<file path="src/rtl/ysyx_25040101_arb_pkg.sv">
// Shared types for the nebula fetch/LSU memory arbiter.
// The arbitration policy is selected with the YSYX_25040101_ARB_RR_EN macro.
package ysyx_25040101_arb_pkg;

    typedef enum logic [1:0] {
        IDLE = 2'd0,
        REQ  = 2'd1,
        RSP  = 2'd2
    } arb_state_e;

    localparam logic OWN_IFU = 1'b0;
    localparam logic OWN_LSU = 1'b1;

endpackage

</file>
<file path="src/rtl/ysyx_25040101_arb_chk.sv">
// Simulation-only protocol checker for the memory arbiter: memory must not
// return a response while the request is still waiting to be accepted.
module ysyx_25040101_arb_chk
    import ysyx_25040101_arb_pkg::*;
(
    input logic       clk,
    input logic       rst,
    input arb_state_e state,
    input logic       mem_rsp_valid
);

    rsp_in_req_a: assert property (@(posedge clk) disable iff (rst)
        !((state == REQ) && mem_rsp_valid));

endmodule

</file>
<file path="src/rtl/ysyx_25040101_arb_pick.sv">
// Combinational winner selection between the fetch and load/store requesters.
// With YSYX_25040101_ARB_RR_EN defined, a conflict goes to the requester that
// did not win last time; otherwise LSU always beats IFU and last_grant is unused.
module ysyx_25040101_arb_pick
    import ysyx_25040101_arb_pkg::*;
(
    input  logic ifu_valid,
    input  logic lsu_valid,
    input  logic last_grant,
    output logic any_valid,
    output logic winner
);

    assign any_valid = ifu_valid | lsu_valid;

`ifdef YSYX_25040101_ARB_RR_EN
    // Round-robin: on conflict, grant the side that was not granted last.
    always_comb begin
        winner = OWN_IFU;
        if (ifu_valid && lsu_valid) begin
            winner = (last_grant == OWN_LSU) ? OWN_IFU : OWN_LSU;
        end else if (lsu_valid) begin
            winner = OWN_LSU;
        end else begin
            winner = OWN_IFU;
        end
    end
`else
    logic unused_last_grant_s;
    assign unused_last_grant_s = last_grant;

    // Fixed priority: loads/stores always win over instruction fetch.
    always_comb begin
        winner = OWN_IFU;
        if (lsu_valid) begin
            winner = OWN_LSU;
        end else begin
            winner = OWN_IFU;
        end
    end
`endif

endmodule

</file>
<file path="src/rtl/ysyx_25040101_mem_arbiter.sv">
// Two-requester memory arbiter: fetch and load/store share one memory port,
// one outstanding transaction at a time (IDLE -> REQ -> RSP).
// Optional round-robin arbitration: define YSYX_25040101_ARB_RR_EN.
module ysyx_25040101_mem_arbiter
    import ysyx_25040101_arb_pkg::*;
#(
    parameter int ADDR_W = 32,
    parameter int DATA_W = 32
) (
    input  logic                clk,
    input  logic                rst,
    input  logic                ifu_req_valid_i,
    output logic                ifu_req_ready_o,
    input  logic [ADDR_W-1:0]   ifu_addr_i,
    output logic                ifu_rsp_valid_o,
    output logic [DATA_W-1:0]   ifu_rsp_data_o,
    input  logic                lsu_req_valid_i,
    output logic                lsu_req_ready_o,
    input  logic [ADDR_W-1:0]   lsu_addr_i,
    input  logic                lsu_wen_i,
    input  logic [DATA_W-1:0]   lsu_wdata_i,
    input  logic [DATA_W/8-1:0] lsu_wmask_i,
    output logic                lsu_rsp_valid_o,
    output logic [DATA_W-1:0]   lsu_rsp_data_o,
    output logic                mem_req_valid_o,
    input  logic                mem_req_ready_i,
    output logic [ADDR_W-1:0]   mem_addr_o,
    output logic                mem_wen_o,
    output logic [DATA_W-1:0]   mem_wdata_o,
    output logic [DATA_W/8-1:0] mem_wmask_o,
    input  logic                mem_rsp_valid_i,
    input  logic [DATA_W-1:0]   mem_rsp_data_i
);

    localparam int STRB_W = DATA_W / 8;

    arb_state_e          state_r;
    logic                owner_r;
    logic                mem_req_valid_r;
    logic [ADDR_W-1:0]   mem_addr_r;
    logic                mem_wen_r;
    logic [DATA_W-1:0]   mem_wdata_r;
    logic [STRB_W-1:0]   mem_wmask_r;

    logic any_valid_s;
    logic winner_s;
    logic accept_s;
    logic last_grant_s;
    logic rsp_live_s;

`ifdef YSYX_25040101_ARB_RR_EN
    logic last_grant_r;

    // Remember who won the last accept; starts at LSU so IFU wins the first conflict.
    always_ff @(posedge clk) begin
        if (rst) begin
            last_grant_r <= OWN_LSU;
        end else if (accept_s) begin
            last_grant_r <= winner_s;
        end else begin
            last_grant_r <= last_grant_r;
        end
    end

    assign last_grant_s = last_grant_r;
`else
    assign last_grant_s = OWN_LSU;
`endif

    ysyx_25040101_arb_pick u_pick (
        .ifu_valid  (ifu_req_valid_i),
        .lsu_valid  (lsu_req_valid_i),
        .last_grant (last_grant_s),
        .any_valid  (any_valid_s),
        .winner     (winner_s)
    );

    // Requests are only taken in IDLE and never while reset is held.
    assign accept_s        = !rst && (state_r == IDLE) && any_valid_s;
    assign ifu_req_ready_o = accept_s && (winner_s == OWN_IFU);
    assign lsu_req_ready_o = accept_s && (winner_s == OWN_LSU);

    // Transaction FSM: latch the winner's request, present it, wait for the response.
    always_ff @(posedge clk) begin
        if (rst) begin
            state_r         <= IDLE;
            owner_r         <= OWN_IFU;
            mem_req_valid_r <= 1'b0;
            mem_addr_r      <= {ADDR_W{1'b0}};
            mem_wen_r       <= 1'b0;
            mem_wdata_r     <= {DATA_W{1'b0}};
            mem_wmask_r     <= {STRB_W{1'b0}};
        end else begin
            case (state_r)
                IDLE: begin
                    if (accept_s) begin
                        state_r         <= REQ;
                        owner_r         <= winner_s;
                        mem_req_valid_r <= 1'b1;
                        if (winner_s == OWN_LSU) begin
                            mem_addr_r  <= lsu_addr_i;
                            mem_wen_r   <= lsu_wen_i;
                            mem_wdata_r <= lsu_wdata_i;
                            mem_wmask_r <= lsu_wmask_i;
                        end else begin
                            mem_addr_r  <= ifu_addr_i;
                            mem_wen_r   <= 1'b0;
                            mem_wdata_r <= {DATA_W{1'b0}};
                            mem_wmask_r <= {STRB_W{1'b0}};
                        end
                    end
                end
                REQ: begin
                    if (mem_req_ready_i) begin
                        state_r         <= RSP;
                        mem_req_valid_r <= 1'b0;
                    end
                end
                RSP: begin
                    if (mem_rsp_valid_i) begin
                        state_r <= IDLE;
                    end
                end
                default: begin
                    state_r         <= IDLE;
                    mem_req_valid_r <= 1'b0;
                end
            endcase
        end
    end

    assign mem_req_valid_o = mem_req_valid_r;
    assign mem_addr_o      = mem_addr_r;
    assign mem_wen_o       = mem_wen_r;
    assign mem_wdata_o     = mem_wdata_r;
    assign mem_wmask_o     = mem_wmask_r;

    // The response goes straight through to the owner only; anything outside RSP is dropped.
    assign rsp_live_s      = !rst && (state_r == RSP) && mem_rsp_valid_i;
    assign ifu_rsp_valid_o = rsp_live_s && (owner_r == OWN_IFU);
    assign lsu_rsp_valid_o = rsp_live_s && (owner_r == OWN_LSU);
    assign ifu_rsp_data_o  = mem_rsp_data_i;
    assign lsu_rsp_data_o  = mem_rsp_data_i;

    ysyx_25040101_arb_chk u_chk (
        .clk           (clk),
        .rst           (rst),
        .state         (state_r),
        .mem_rsp_valid (mem_rsp_valid_i)
    );

endmodule

</file>
<file path="config.mk">
export PLATFORM = sky130hd
export DESIGN_NAME = ysyx_25040101_mem_arbiter
export DESIGN_NICKNAME = d
export VERILOG_FILES = /design/src/rtl/ysyx_25040101_arb_pkg.sv /design/src/rtl/ysyx_25040101_arb_chk.sv /design/src/rtl/ysyx_25040101_arb_pick.sv /design/src/rtl/ysyx_25040101_mem_arbiter.sv
export SDC_FILE = /design/constraint.sdc
export NUM_CORES = 1
export LEC_CHECK = 0
export CORE_AREA = 4 4 106 108
export CTS_BUF_LIST = sky130_fd_sc_hd__clkbuf_8
export DETAILED_ROUTE_END_ITERATION = 16
export DIE_AREA = 0 0 110 112
export PLACE_DENSITY_LB_ADDON = 0.1
export SLEW_MARGIN = 30
export SYNTH_ARGS = -nofsm -noshare
export SYNTH_HDL_FRONTEND = slang
export SYNTH_SLANG_ARGS = --single-unit
</file>
<file path="constraint.sdc">
create_clock -name clk -period 2.5 [get_ports clk]
set_clock_uncertainty 0.2 [all_clocks]
set_input_delay 0.375 -clock clk [delete_from_list [all_inputs] [get_ports clk]]
set_output_delay 0.375 -clock clk [all_outputs]
set_load 0.02 [all_outputs]
</file>
==> summary.md <==
| Metric | Value |
|---|---|
| Kind of cell adding the most delay to the critical path | `buffers and inverters` |
| Crit. End Element | `output port` |
| Worst endpoint data arrival time | `between 1.5 and 2 ns` |
| Share of the synthesized area in the top cell type | `approximately 43%` |
| Highest achievable clock rate | `around 430 MHz` |
| Post-Place Cell Area | `0.004782 mm2` |
| Hold Crit Depth | `2` |
| Placeable Area | `approximately 0.01 mm2` |
| Detailed-route via count | `between 2k and 3k` |
| Relative contribution of the clock network to total power | `27.7%` |
| Grt ovf | `0` |
| Status | `finished, final reports clean` |
| Max_cap viols | `0` |
| Asr flop ratio synth | `0%` |
| Maximum number of pins on one net before global-route repair | `48` |
| Vertical die dimension | `around 110 um` |
| Die area | `0.01232 mm2` |
| Number of cells traversed by the worst register-to-register path | `4` |
| IO Port Bufs | `180` |
| Maximum vdd drop | `roughly 0.00023 V` |
| Delay of the slowest cell on the worst path | `between 0.6 and 0.7 ns` |
| Post-route fraction of the period consumed by the critical path | `around 94%` |
| Area growth from synthesis to layout | `45.75%` |
| Clock Pin Slew Worst Setup and Hold Paths | `~0.080 ns` |
| Final HPWL DP | `between 6000 and 7000 um` |
| H-tree depth reported by CTS | `3` |
| Final-report setup violation count | `0` |
| Count of routing violations after the opening detailed-route iteration | `between 100 and 150` |
| Area leader, netlist | `dfxtp_1` |
| Terminating pin of the worst hold path | `state_r[1]$_SDFFE_PP0P_` |
| Top cell types by occurrence after synthesis | `73 x dfxtp_1, 65 x buf_4, 46 x a22o_1` |
| Count of buffering cells on the critical path with inverters included | `2` |
| Switching part of the total | `between 20% and 30%` |
| Path type of the worst setup path | `input port to output port` |
| Final wirelength | `9653 um` |
| CP startpoint kind | `input port` |
| Type of the tightest min-delay check | `input port to flop` |
| Insertion delay of the later-clocked pin in the worst-skew pair | `between 0.3 and 0.4 ns` |
| Remaining antenna violation count after routing | `0` |
| Cell with the largest stage delay on the worst path | `clkdlybuf4s50_1` |
| Placed Cells | `561` |
| Routability congestion estimate from global placement | `about 0.65` |
| Max-slew violation total from the final report | `0` |
| Netlist area before placement | `0.003402 mm2` |
| Post-synthesis instance total | `between 300 and 400` |
| I/O Pins | `roughly 280` |
| Number of diodes | `0` |
| Ratio of routed vias to standard cells | `4.726` |
| Max-Slew Margin vs Limit | `between 70% and 80%` |
| Proportion of power drawn by combinational gates | `27.5%` |
| Ratio of total power to cell area | `roughly 590 mW/mm2` |
| Seq cells post-synth | `between 70 and 80` |
| Post-route DRC violation count | `0` |
| Clock Sink Count | `73` |
| Final count of hold timing violations | `0` |
| Cell types occupying the most area after synthesis | `dfxtp_1 43%, buf_4 14%, a22o_1 12%, a211oi_2 7.4%, mux2i_1 6.8%` |
| Fraction of layout cells with a size suffix above 1 | `11.82%` |
| Std-Cell Rows | `37` |
| Avg Inst Size Synth | `10.37 um2` |
| Setup slack of the most critical reg-to-reg path | `roughly 0.65 ns` |
| Final critical delay including setup and external delays | `around 2.3 ns` |
| Required @ worst endpoint | `between 1.5 and 2 ns` |
| Synthesis warning total | `0` |
| Worst-case clock buffer depth | `2` |
| Worst Max-Slew Pin Slew | `between 0.4 and 0.5 ns` |
| EDFF count, synth | `0` |
| Portion of the post-synthesis area used by sequential elements | `42.96%` |
| Count of cell types in the netlist | `24` |
| Initial core utilization | `between 30% and 40%` |
| Proportion of power drawn by flip-flops and latches | `between 40 and 50%` |
| Most common cell in the netlist | `dfxtp_1` |
| Startpoint of the most critical hold path | `rst` |
| Endpoint of the worst register-to-register path | `mem_addr_o[5]$_SDFFE_PP0P_` |
| Post-route insts no fill | `approximately 580` |
| Critical Path Fanout Max | `2` |
| Internal | `a little over 0.002 W` |
| Area of all placed cells without fillers | `between 0.004 and 0.005 mm2` |
| CTS Buf Count | `9` |
| Fin nets | `~580` |
| Worst R2R Start | `state_r[0]$_SDFFE_PP0P_` |
| Pwr Total | `0.002943 W` |
| Setup TNS | `0 ns` |
| Width of the chip | `about 110 um` |
| Most frequently used flop master after synthesis | `dfxtp_1` |
| WL per Instance | `~17 um` |
| Wire length of the first global-routing pass | `approximately 14,000 um` |
| Initial DRT Pass Iterations | `4` |
| Ordered cell list for the critical path | `clkdlybuf4s50_1 > nand2_1 > nor4_1 > clkdlybuf4s50_1` |
| Clock tree from TritonCTS | `done` |
| Unrepaired setup endpoints after global routing | `no` |
| Most used cell along the critical path | `clkdlybuf4s50_1` |
| Total routing usage reported by global routing | `between 10 and 15%` |
| Number of antenna violations at the first check in global routing | `1` |
| Total net switching power | `roughly 0.00087 W` |
| Vias in the first global route | `between 2k and 3k` |
| Root buf cell | `clkbuf_8` |
| Leakage | `1.919 nW` |
| Synthesized net count | `about 470` |
## cells by family after synthesis
family	share of synthesized area (%)
AOI/OAI and AO/OA	25.75
muxes	6.767
buffers and inverters	19.68
and+or+nand+nor	4.855
DFF	42.96
## flip-flops by register name, summed over array words and instances (netlist names)
signal / count
mem_addr_o: 32
mem_req_valid_o: 1
mem_wdata_o: 32
mem_wen_o: 1
mem_wmask_o: 4
owner_r: 1
state_r: 2
## what timing repair did
item,CTS,global route
gates resized for setup,0,3
endpoints found under the hold margin,0,0
setup endpoints to repair,0,3
hold buffers,0,0
setup buffers,0,0
## worst max-delay path by stage
stage / start / endpoint / slack, ns / cells after the start
after floorplan: ifu_req_valid_i / ifu_req_ready_o / 0.32 / 6
after detailed placement: mem_rsp_valid_i / lsu_rsp_valid_o / 0.08 / 4
after global routing: mem_rsp_valid_i / ifu_rsp_valid_o / 0.02 / 4
after CTS: state_r[1]$_SDFFE_PP0P_ / lsu_rsp_valid_o / 0.02 / 3
final: mem_rsp_valid_i / ifu_rsp_valid_o / 0.15 / 4
after global placement: mem_rsp_valid_i / lsu_rsp_valid_o / 0.11 / 4
## power groups by stage
| stage | logic (W) | clock network, W | registers [W] |
|---|---|---|---|
| after floorplan | 0.000445 | 0 | 0.00146 |
| final | 0.000809 | 0.000814 | 0.00132 |
| after CTS | 0.000822 | 0.000851 | 0.00132 |
| after global routing | 0.000868 | 0.000899 | 0.00133 |
| after global placement | 0.000814 | 0 | 0.00134 |
| after detailed placement | 0.000817 | 0 | 0.00135 |
## stage by stage
| stage | util (%) | hold WS [ns] | setup WS, ns |
|---|---|---|---|
| 6_report | 48.47 | 0.1348 | 0.1532 |
| 5_1_grt | 48.47 | 0.1277 | 0.01896 |
| 4_1_cts | 48.40 | 0.1220 | 0.01763 |
| 3_5_place_dp | 46.74 | 0.2578 | 0.07611 |
| 3_3_place_gp | 46.74 | 0.2554 | 0.1052 |
| 2_1_floorplan | - | 0.2412 | 0.3224 |
## cell usage in the layout, fill, tap and decap left out, drive strengths merged
| cell type | instances |
|---|---|
| mux2i | 23 |
| dfxtp | 73 |
| buf | 11 |
| a2111oi | 1 |
| dlymetal6s2s | 2 |
| clkdlybuf4s50 | 176 |
| nor4 | 1 |
| clkinv | 2 |
| nor3 | 2 |
| and2 | 2 |
| or2 | 1 |
| a21oi | 26 |
| nand2 | 21 |
| and3b | 1 |
| nor4b | 1 |
| a211oi | 23 |
| o21ai | 10 |
| clkbuf | 10 |
| a21o | 1 |
| a22o | 46 |
| clkinvlp | 3 |
| nor2 | 4 |
## area by class of cell
class | count | area, um2
clock buffer | 10 | 137.6
clock inverter | 5 | 32.53
fill | 987 | 5273
multi-input combinational | 163 | 1279
sequential | 73 | 1463
tap | 136 | 170.2
timing repair buffer | 189 | 1877
## routing by layer
metal  up-vias  GRT usage (%)  wire, um
li1       1327              -         -
met1      1225          17.42      3869
met2       154          23.62      4341
met3        14          7.304      1302
met4         2          5.071       119
met5         -              0        20
Note: power is estimated with default switching activity, not from simulation.
